### config.mk
export PLATFORM = sky130hd
export DESIGN_NAME = uart_rx_sampler_flat
export DESIGN_NICKNAME = d
export VERILOG_FILES = /design/src/rtl/uart_rx_sampler_if.sv /design/src/rtl/uart_rx_sampler.sv /design/src/flat_wrapper.sv
export SDC_FILE = /design/constraint.sdc
export NUM_CORES = 1
export LEC_CHECK = 0
export CAP_MARGIN = 20
export CORE_UTILIZATION = 39
export CTS_BUF_LIST = sky130_fd_sc_hd__clkbuf_4 sky130_fd_sc_hd__clkbuf_8
export DETAILED_ROUTE_END_ITERATION = 16
export HOLD_SLACK_MARGIN = 0.1
export MAX_ROUTING_LAYER = met4
export PLACE_DENSITY = 0.61
export REMOVE_ABC_BUFFERS = 1
export SETUP_SLACK_MARGIN = 0.4
export SYNTH_ARGS = -nofsm -noshare
export SYNTH_HDL_FRONTEND = slang
export SYNTH_SLANG_ARGS = --single-unit
### constraint.sdc
create_clock -name clk -period 1.9 [get_ports clk]
set_input_delay 0.475 -clock clk [delete_from_list [all_inputs] [get_ports clk]]
set_output_delay 0.475 -clock clk [all_outputs]
set_load 0.03 [all_outputs]
### src/rtl/uart_rx_sampler_if.sv
// Receive-side handshake bundle: one-entry byte buffer, valid/ack, sticky error flags.
// Parity signals exist only when UART_RX_PARITY_EN is defined.
interface uart_rx_sampler_if #(
    parameter int DATA_BITS = 8
);
    logic [DATA_BITS-1:0] rx_data;
    logic                 rx_valid;
    logic                 rx_ack;
    logic                 framing_err;
    logic                 overrun_err;
    logic                 err_clear;
`ifdef UART_RX_PARITY_EN
    logic                 parity_odd;
    logic                 parity_err;

    modport master (
        output rx_data, rx_valid, framing_err, overrun_err, parity_err,
        input  rx_ack, err_clear, parity_odd
    );
    modport slave (
        input  rx_data, rx_valid, framing_err, overrun_err, parity_err,
        output rx_ack, err_clear, parity_odd
    );
`else
    modport master (
        output rx_data, rx_valid, framing_err, overrun_err,
        input  rx_ack, err_clear
    );
    modport slave (
        input  rx_data, rx_valid, framing_err, overrun_err,
        output rx_ack, err_clear
    );
`endif
endinterface

### src/rtl/uart_rx_sampler.sv
// UART 8N1 receiver: 2-flop sync, mid-bit sampling, one-entry buffer, sticky framing/overrun flags.
// Latency: rx_valid rises 2 sync + 9.5 bit periods + 1 delivery cycle after the start edge.
// Backpressure: none on the line; full buffer without rx_ack drops the byte. Optional parity: UART_RX_PARITY_EN.
module uart_rx_sampler #(
    parameter int CLKS_PER_BIT = 16,
    parameter int DATA_BITS    = 8
) (
    input  logic             clk,
    input  logic             resetn,
    input  logic             rxd,
    output logic             busy,
    uart_rx_sampler_if.master rx
);
    localparam int TW = $clog2(CLKS_PER_BIT);
    localparam int BW = $clog2(DATA_BITS);
    localparam logic [TW-1:0] T_HALF = TW'(CLKS_PER_BIT / 2 - 1);
    localparam logic [TW-1:0] T_FULL = TW'(CLKS_PER_BIT - 1);
    localparam logic [BW-1:0] LAST_BIT = BW'(DATA_BITS - 1);

    typedef enum logic [2:0] {
        S_IDLE,
        S_START,
        S_DATA,
`ifdef UART_RX_PARITY_EN
        S_PARITY,
`endif
        S_STOP
    } state_t;

    state_t               state, state_nxt;
    logic [TW-1:0]        timer, timer_nxt;
    logic [BW-1:0]        bit_idx;
    logic [DATA_BITS-1:0] shreg;
    logic                 sync1, rxd_s;
    logic                 armed;
    logic                 tick, shift_en, stop_smp;
    logic                 dlv_vld, dlv_fe;
    logic [DATA_BITS-1:0] dlv_dat;
`ifdef UART_RX_PARITY_EN
    logic                 par_smp, par_bad, dlv_pe;
`endif

    assign tick = (timer == '0);
    assign busy = (state != S_IDLE);

    always_ff @(posedge clk or negedge resetn) begin
        if (!resetn) begin
            sync1 <= 1'b1;
            rxd_s <= 1'b1;
        end else begin
            sync1 <= rxd;
            rxd_s <= sync1;
        end
    end

    always_ff @(posedge clk or negedge resetn) begin
        if (!resetn) begin
            state <= S_IDLE;
            timer <= '0;
        end else begin
            state <= state_nxt;
            timer <= timer_nxt;
        end
    end

    always_comb begin
        state_nxt = state;
        timer_nxt = timer;
        shift_en  = 1'b0;
        stop_smp  = 1'b0;
`ifdef UART_RX_PARITY_EN
        par_smp   = 1'b0;
`endif
        case (state)
            S_IDLE: begin
                if (armed && !rxd_s) begin
                    state_nxt = S_START;
                    timer_nxt = T_HALF;
                end
            end
            S_START: begin
                if (tick) begin
                    timer_nxt = T_FULL;
                    state_nxt = rxd_s ? S_IDLE : S_DATA;
                end else begin
                    timer_nxt = timer - 1'b1;
                end
            end
            S_DATA: begin
                if (tick) begin
                    timer_nxt = T_FULL;
                    shift_en  = 1'b1;
                    if (bit_idx == LAST_BIT) begin
`ifdef UART_RX_PARITY_EN
                        state_nxt = S_PARITY;
`else
                        state_nxt = S_STOP;
`endif
                    end
                end else begin
                    timer_nxt = timer - 1'b1;
                end
            end
`ifdef UART_RX_PARITY_EN
            S_PARITY: begin
                if (tick) begin
                    timer_nxt = T_FULL;
                    par_smp   = 1'b1;
                    state_nxt = S_STOP;
                end else begin
                    timer_nxt = timer - 1'b1;
                end
            end
`endif
            S_STOP: begin
                // Leave at mid-stop so a back-to-back start edge is not missed.
                if (tick) begin
                    timer_nxt = T_FULL;
                    stop_smp  = 1'b1;
                    state_nxt = S_IDLE;
                end else begin
                    timer_nxt = timer - 1'b1;
                end
            end
            default: state_nxt = S_IDLE;
        endcase
    end

    always_ff @(posedge clk or negedge resetn) begin
        if (!resetn) begin
            bit_idx <= '0;
            shreg   <= '0;
            armed   <= 1'b1;
            dlv_vld <= 1'b0;
            dlv_fe  <= 1'b0;
            dlv_dat <= '0;
        end else begin
            if (state == S_START && tick)
                bit_idx <= '0;
            else if (shift_en)
                bit_idx <= bit_idx + 1'b1;
            if (shift_en)
                shreg <= {rxd_s, shreg[DATA_BITS-1:1]};
            // A low stop (break) disarms until the line is seen idle again.
            if (stop_smp)
                armed <= rxd_s;
            else if (state == S_IDLE && rxd_s)
                armed <= 1'b1;
            dlv_vld <= stop_smp;
            if (stop_smp) begin
                dlv_dat <= shreg;
                dlv_fe  <= !rxd_s;
            end
        end
    end

`ifdef UART_RX_PARITY_EN
    always_ff @(posedge clk or negedge resetn) begin
        if (!resetn) begin
            par_bad <= 1'b0;
            dlv_pe  <= 1'b0;
        end else begin
            if (par_smp)
                par_bad <= ((^shreg) ^ rxd_s) != rx.parity_odd;
            if (stop_smp)
                dlv_pe <= par_bad;
        end
    end
`endif

    always_ff @(posedge clk or negedge resetn) begin
        if (!resetn) begin
            rx.rx_data     <= '0;
            rx.rx_valid    <= 1'b0;
            rx.framing_err <= 1'b0;
            rx.overrun_err <= 1'b0;
`ifdef UART_RX_PARITY_EN
            rx.parity_err  <= 1'b0;
`endif
        end else begin
            if (dlv_vld && (!rx.rx_valid || rx.rx_ack)) begin
                rx.rx_data  <= dlv_dat;
                rx.rx_valid <= 1'b1;
            end else if (rx.rx_ack) begin
                rx.rx_valid <= 1'b0;
            end
            // New errors take priority over a simultaneous err_clear.
            rx.framing_err <= (rx.framing_err && !rx.err_clear) || (dlv_vld && dlv_fe);
            rx.overrun_err <= (rx.overrun_err && !rx.err_clear) ||
                              (dlv_vld && rx.rx_valid && !rx.rx_ack);
`ifdef UART_RX_PARITY_EN
            rx.parity_err  <= (rx.parity_err && !rx.err_clear) || (dlv_vld && dlv_pe);
`endif
        end
    end
endmodule

### src/flat_wrapper.sv
// flat-port wrapper written by rule: the top's interface ports become plain ports
module uart_rx_sampler_flat 
#(
    parameter int CLKS_PER_BIT = 16,
    parameter int DATA_BITS    = 8
)
  (clk, resetn, rxd, busy, rx_rx_data, rx_rx_valid, rx_framing_err, rx_overrun_err, rx_rx_ack, rx_err_clear);
  uart_rx_sampler_if #(.DATA_BITS(DATA_BITS)) rx_i ();
  input  logic clk;
  input  logic resetn;
  input  logic rxd;
  output logic busy;
  output wire logic [$bits(rx_i.rx_data)-1:0] rx_rx_data;
  output wire logic [$bits(rx_i.rx_valid)-1:0] rx_rx_valid;
  output wire logic [$bits(rx_i.framing_err)-1:0] rx_framing_err;
  output wire logic [$bits(rx_i.overrun_err)-1:0] rx_overrun_err;
  input wire logic [$bits(rx_i.rx_ack)-1:0] rx_rx_ack;
  input wire logic [$bits(rx_i.err_clear)-1:0] rx_err_clear;
  assign rx_rx_data = rx_i.rx_data;
  assign rx_rx_valid = rx_i.rx_valid;
  assign rx_framing_err = rx_i.framing_err;
  assign rx_overrun_err = rx_i.overrun_err;
  assign rx_i.rx_ack = rx_rx_ack;
  assign rx_i.err_clear = rx_err_clear;
  uart_rx_sampler #(.CLKS_PER_BIT(CLKS_PER_BIT), .DATA_BITS(DATA_BITS)) u_core (.clk(clk), .resetn(resetn), .rxd(rxd), .busy(busy), .rx(rx_i));
endmodule
==> results of run 1 <==
-- metal layers --
metal,vias up,track usage [%],wire length (um)
met5,-,-,0
met4,0,6.25,57
met3,9,4.83,114
met2,21,25.7,1560
met1,532,18.1,1460
li1,526,-,-
-- power groups by stage --
stage,clock network (mW),registers (mW),logic (mW)
final,0.567,1.08,0.704
after global routing,0.622,1.09,0.784
after CTS,0.587,1.07,0.552
after detailed placement,0,1.10,0.491
after global placement,0,1.09,0.479
after floorplan,0,1.10,0.296
-- cell type report --
type / count / area (um^2)
flip-flops and latches: 41 / 1030
well taps: 50 / 62.6
clock inverters: 3 / 22.5
inverters: 11 / 43.8
repair buffers: 33 / 310
fillers: 339 / 1830
multi-input cells: 73 / 719
clock buffers: 5 / 68.8
-- state kept, by name, indices dropped and copies added, names as in the netlist, 2 cells and up --
| name | count |
|---|---|
| u_core.bit_idx | 3 |
| u_core.dlv_dat | 8 |
| u_core.rx.rx_data | 8 |
| u_core.shreg | 8 |
| u_core.state | 2 |
| u_core.timer | 4 |
-- cells by family after synthesis --
family,share of synthesized area (%)
AOI/OAI and AO/OA,6.19
adders and majority gates,2.21
buffers and inverters,3.46
DFF,60.6
muxes,17.1
and+or+nand+nor,10.5
-- repair_timing --
item                                    4_1_cts  5_1_grt
endpoints found under the setup margin       34       29
endpoints found under the hold margin         0        0
setup buffers                                 5        4
cloned                                        0        1
hold buffers                                  0        0
pin swaps                                     1        5
resized for setup                            35       34
-- cell usage after synthesis, types with 2 or more instances --
cell type / n / area (um^2)
nand2_1: 6 / 22.5
a21oi_1: 4 / 20.0
o22ai_1: 2 / 12.5
ha_1: 3 / 37.5
o21ai_1: 3 / 15.0
mux2_2: 6 / 67.6
nand3_1: 7 / 35.0
dfstp_2: 3 / 78.8
nor3_1: 2 / 10.0
mux2i_1: 2 / 20.0
mux2_1: 18 / 203
inv_1: 10 / 37.5
dfrtp_1: 38 / 951
or3_1: 2 / 12.5
buf_2: 2 / 10.0
-- critical path, cell delays in order (launching register included) --
cell	delay [ps]
dfrtp_1	400
inv_2	70
ha_4	130
nor3b_4	200
and3_4	250
clkbuf_16	150
mux2_4	290
-- worst paths after layout --
kind | start | to | slack [ps] | cells after the start
worst max-delay path | u_core.timer[0] | u_core.dlv_dat[5] | 290 | 6
worst min-delay path | resetn | u_core.rx.rx_data[7] | 230 | 2
worst max register to register | u_core.timer[0] | u_core.dlv_dat[5] | 290 | 6
worst min register to register | u_core.sync1 | u_core.rxd_s | 360 | 0
max in group asynchronous | resetn | u_core.rxd_s | 1300 | 2
min in group clk | u_core.sync1 | u_core.rxd_s | 360 | 0
-- through the flow --
step                      worst slack, ps  power (mW)  cells  util, %
after detailed placement              127        1.59    198     48.4
after CTS                             293        2.21    211     51.9
after global placement                154        1.57    198     48.4
after floorplan                      93.9        1.40    125        -
after global routing                  235        2.50    216     55.2
final                                 294        2.35    216     55.2
==> impl_metrics.toml, run 1 <==
[outcome]
outcome = "completed"

[power]
p_sw_share_pct = 32.3
power_frac_clock_pct = 24.1
peakVddDrop_v = 0.000654
power.share.sequential_pct = 46.0
total_leakage_power_nw = 1.10
p_sw_mw = 0.760
power_frac_comb_pct = 29.9
p_int_mw = 1.59
powerDensity_nw_per_um2 = 1040

[worst_setup_path]
critPathRequiredTime_ps = 2080
critPathCaptureType = "flip-flop"
worstPathArrival_ps = 1780
cp_max_fo = 5
worst_setup_path_start_kind = "flip-flop"
critPathKind = "reg2reg"

[sta]
skew_ps = 8.75
setup_viol_count_final = 0
slew_violations = 0
timing.final.crit_share_pct = 84.5
rsz0062_at_grt = "true"
finalSetupTns_ps = 0
hold_viol = 0
min_period_ps = 1610
max_slew.worst_pin.slew_ps = 500
fmax_mhz = 623
relSlewSlack_pct = 66.7
holdWs_ps = 229

[routing]
via_per_inst = 5.04
wl_um = 3190
firstDrtPassIters = 4
dr_total_vias = 1088
drt_first_iter_violations = 36
wl_per_cell_um = 14.8
route.detailed.drc = 0
antenna_left = 0

[synth]
async_reset_ff_share_pct = 100
syn_inst = 128
syn-cell-area_um2 = 1700
avgSynthCellArea_um2 = 13.3
synthFlopType = "dfrtp_1"
ys_warn_count = 0
synth-edff-count = 0
seq_area_frac_synth_pct = 60.6
ys_seq_elements = 41
synth_cell_types = 35

[final_layout]
layout_commonest_cell = "dfrtp_1"
area_growth_pct = 32.8
fin_nets = 173
drive_gt1_share_pct = 44.0
num_antenna_cells = 0
design_area_um2 = 2260
final_cell_mix = "38 x dfrtp_1, 16 x mux2_4, 12 x buf_4"

[die]
rows = 23
die_x_um = 68.0
boundaryPins = 17
die_y_um = 68.0
initial_core_util_pct = 41.6
core_area_um2 = 4090
die_area_um2 = 4620

[grt]
grt_first_pass_wirelength_um = 5180
antenna_found_initial = 0
grt_start_max_net_pins = 42
grt_use_total_pct = 15.8
grt_remaining_overflow = 0
grt_pass1_vias = 1183

[clock_tree]
path_clk_slew_ps = 90
numCtsBuffers = 5
cts_tree = "yes"
cts.sinks = 41
worstSkewPairLatency_ps = 290
cts-root-buf = "clkbuf_8"
h-tree-depth = 2
cts_buffer_depth = 2

[place]
dpl.hpwl_um = 1910
postPlaceCellArea_um2 = 1980
port_buffers = 16
gp_congestion = 0.770

[hold_path]
hp-class = "in2async"

[flow_run]
drv_cap = 0
Note: power is estimated with default switching activity, not from simulation.
==> inputs of run 2 (changes only) <==
--- a/config.mk
+++ b/config.mk
@@ -11,7 +11,7 @@
 export DETAILED_ROUTE_END_ITERATION = 16
 export HOLD_SLACK_MARGIN = 0.1
 export MAX_ROUTING_LAYER = met4
-export PLACE_DENSITY = 0.61
+export PLACE_DENSITY = 0.63
 export REMOVE_ABC_BUFFERS = 1
 export SETUP_SLACK_MARGIN = 0.4
 export SYNTH_ARGS = -nofsm -noshare
==> constraint.sdc (replaced) <==
create_clock -name clk -period 1.4 [get_ports clk]
set_input_delay 0.35 -clock clk [delete_from_list [all_inputs] [get_ports clk]]
set_output_delay 0.35 -clock clk [all_outputs]
set_load 0.03 [all_outputs]
==> run 2 against run 1 <==
Against the previous run:
- global-route usage up 1.8 points
- flip-flop and latch count unchanged
- design area increased by 13%
- critical path type unchanged
- highest routed layer unchanged
- largest cell class unchanged
- largest power group unchanged
- the flow now finishes with violations (negative hold slack, negative setup slack)
==> impl_metrics.toml, run 2 (synthesis results as in run 1) <==
[outcome]
outcome = "finished, violations left"
violations = "negative hold slack, negative setup slack"

[sta]
timing.final.crit_share_pct = 114
holdWs_ps = -52.4
relSlewSlack_pct = 75.4
skew_ps = 3.69
setup_ws_ps = -200
min_period_ps = 1600
fmax_mhz = 625
max_slew.worst_pin.slew_ps = 365
hold_viol = 12
rsz0062_at_grt = "true"
slew_violations = 0
setup_viol_count_final = 25

[final_layout]
area_growth_pct = 49.9
final_cell_mix = "37 x dfrtp_1, 29 x buf_4, 21 x buf_6"
largestRegisters = "u_core.dlv_dat: 8 flops, u_core.rx.rx_data: 8 flops, u_core.shreg: 8 flops"
num_antenna_cells = 0
fin_nets = 196
design_area_um2 = 2550
drive_gt1_share_pct = 51.3
layout_commonest_cell = "dfrtp_1"
fin_cells = 239

[power]
peakVddDrop_v = 0.000891
power_frac_comb_pct = 32.4
p_sw_share_pct = 28.8
power_frac_clock_pct = 29.4
powerDensity_nw_per_um2 = 1500
p_sw_mw = 1.10
p_int_mw = 2.72
total_leakage_power_nw = 1.30
fin_total_pwr_mw = 3.82
power.share.sequential_pct = 38.2

[routing]
route.detailed.drc = 0
drt_first_iter_violations = 84
wl_um = 3560
via_per_inst = 5.10
antenna_left = 0
firstDrtPassIters = 4
dr_total_vias = 1218
wl_per_cell_um = 14.9

[clock_tree]
cts.sinks = 41
cts_tree = "yes"
h-tree-depth = 2
worstSkewPairLatency_ps = 290
cts_buffer_depth = 2
path_clk_slew_ps = 80
numCtsBuffers = 5
cts-root-buf = "clkbuf_8"

[die]
initial_core_util_pct = 41.6
die_y_um = 68.0
die_area_um2 = 4620
boundaryPins = 17
core_area_um2 = 4090
rows = 23
die_x_um = 68.0

[grt]
grt_pass1_vias = 1229
grt_start_max_net_pins = 30
antenna_found_initial = 0
grt_first_pass_wirelength_um = 5580
grt_remaining_overflow = 0
grt_use_total_pct = 17.6

[worst_setup_path]
crit_family = "simple AND/OR/NAND/NOR gates"
cp_max_fo = 5
crit_buf_inv = 2
worst_setup_path_start_kind = "flip-flop"
slowest_stage = "dfrtp_1"
path_cells = "inv_2 > ha_4 > nor3b_4 > and3_4 > buf_6 > mux2_4"
max_stage_delay_ps = 390
critPathKind = "reg2reg"
ff2ff_setup_slack_ps = -200
critPathRequiredTime_ps = 1580
critPathCaptureType = "flip-flop"
worstPathArrival_ps = 1780

[hold_path]
hp-class = "in2async"

[place]
dpl.hpwl_um = 2090
port_buffers = 16
postPlaceCellArea_um2 = 2040
gp_congestion = 0.823
place_inst = 208

[flow_run]
drv_cap = 0
-- run 2: cell types whose count changed in the layout (fill, tap and decap cells not counted), moves of 5 or more --
cell             before  now
buf_4                12   29
clkbuf_2              6    0
mux2_1                2    8
clkdlybuf4s15_2       5    0
mux2_2                6    0
buf_6                 3   21
-- run 2: routing by layer --
layer,routed length (um),global-route usage (%),vias up
met1,1500,18.7,615
met5,0,-,-
met3,99,5.50,8
li1,-,-,574
met4,72,8.07,0
met2,1880,29.5,21
-- run 2: area by class of cell --
type	count	area, um^2
clock inverter	3	65.1
sequential	41	1030
inverter	11	41.3
clock buffer	5	68.8
timing repair buffer	56	528
tap	50	62.6
fill	317	1540
multi-input combinational	73	751
-- run 2: worst register-to-register path, stage by stage, from the launching register on --
cell and delay, ps:
dfrtp_1 390, inv_2 80, ha_4 150, nor3b_4 210, and3_4 230, buf_6 140, mux2_4 300
-- run 2: power groups by stage --
stage	sequential (mW)	combinational, mW	clock (mW)
2_1_floorplan	1.49	0.402	0
3_5_place_dp	1.47	0.783	0
4_1_cts	1.45	1.05	1.14
3_3_place_gp	1.47	0.755	0
5_1_grt	1.47	1.33	1.20
6_report	1.46	1.24	1.12
-- run 2: final timing paths --
path | from | end | cells past startpoint
worst max-delay path | u_core.timer[0] | u_core.dlv_dat[6] | 6
worst min-delay path | resetn | u_core.dlv_dat[4] | 1
worst max register to register | u_core.timer[0] | u_core.dlv_dat[6] | 6
worst min register to register | u_core.sync1 | u_core.rxd_s | 0
max in group asynchronous | resetn | u_core.rxd_s | 2
min in group clk | u_core.sync1 | u_core.rxd_s | 0
-- run 2: repair_timing --
| item | 4_1_cts | 5_1_grt |
|---|---|---|
| buffers inserted | 13 | 9 |
| endpoints found under the hold margin | 12 | 12 |
| gates resized for setup | 104 | 6 |
| cloned | 1 | 0 |
| endpoints found under the setup margin | 48 | 48 |
| pin swaps | 7 | 6 |
-- run 2: stage by stage --
stage,utilization (%),setup TNS [ps],setup WS (ps)
global placement,50.0,-5780,-228
finish,62.3,-3400,-200
floorplan,-,-4890,-406
detailed placement,50.0,-6850,-283
CTS,59.7,-2710,-156
global route,62.3,-5330,-266
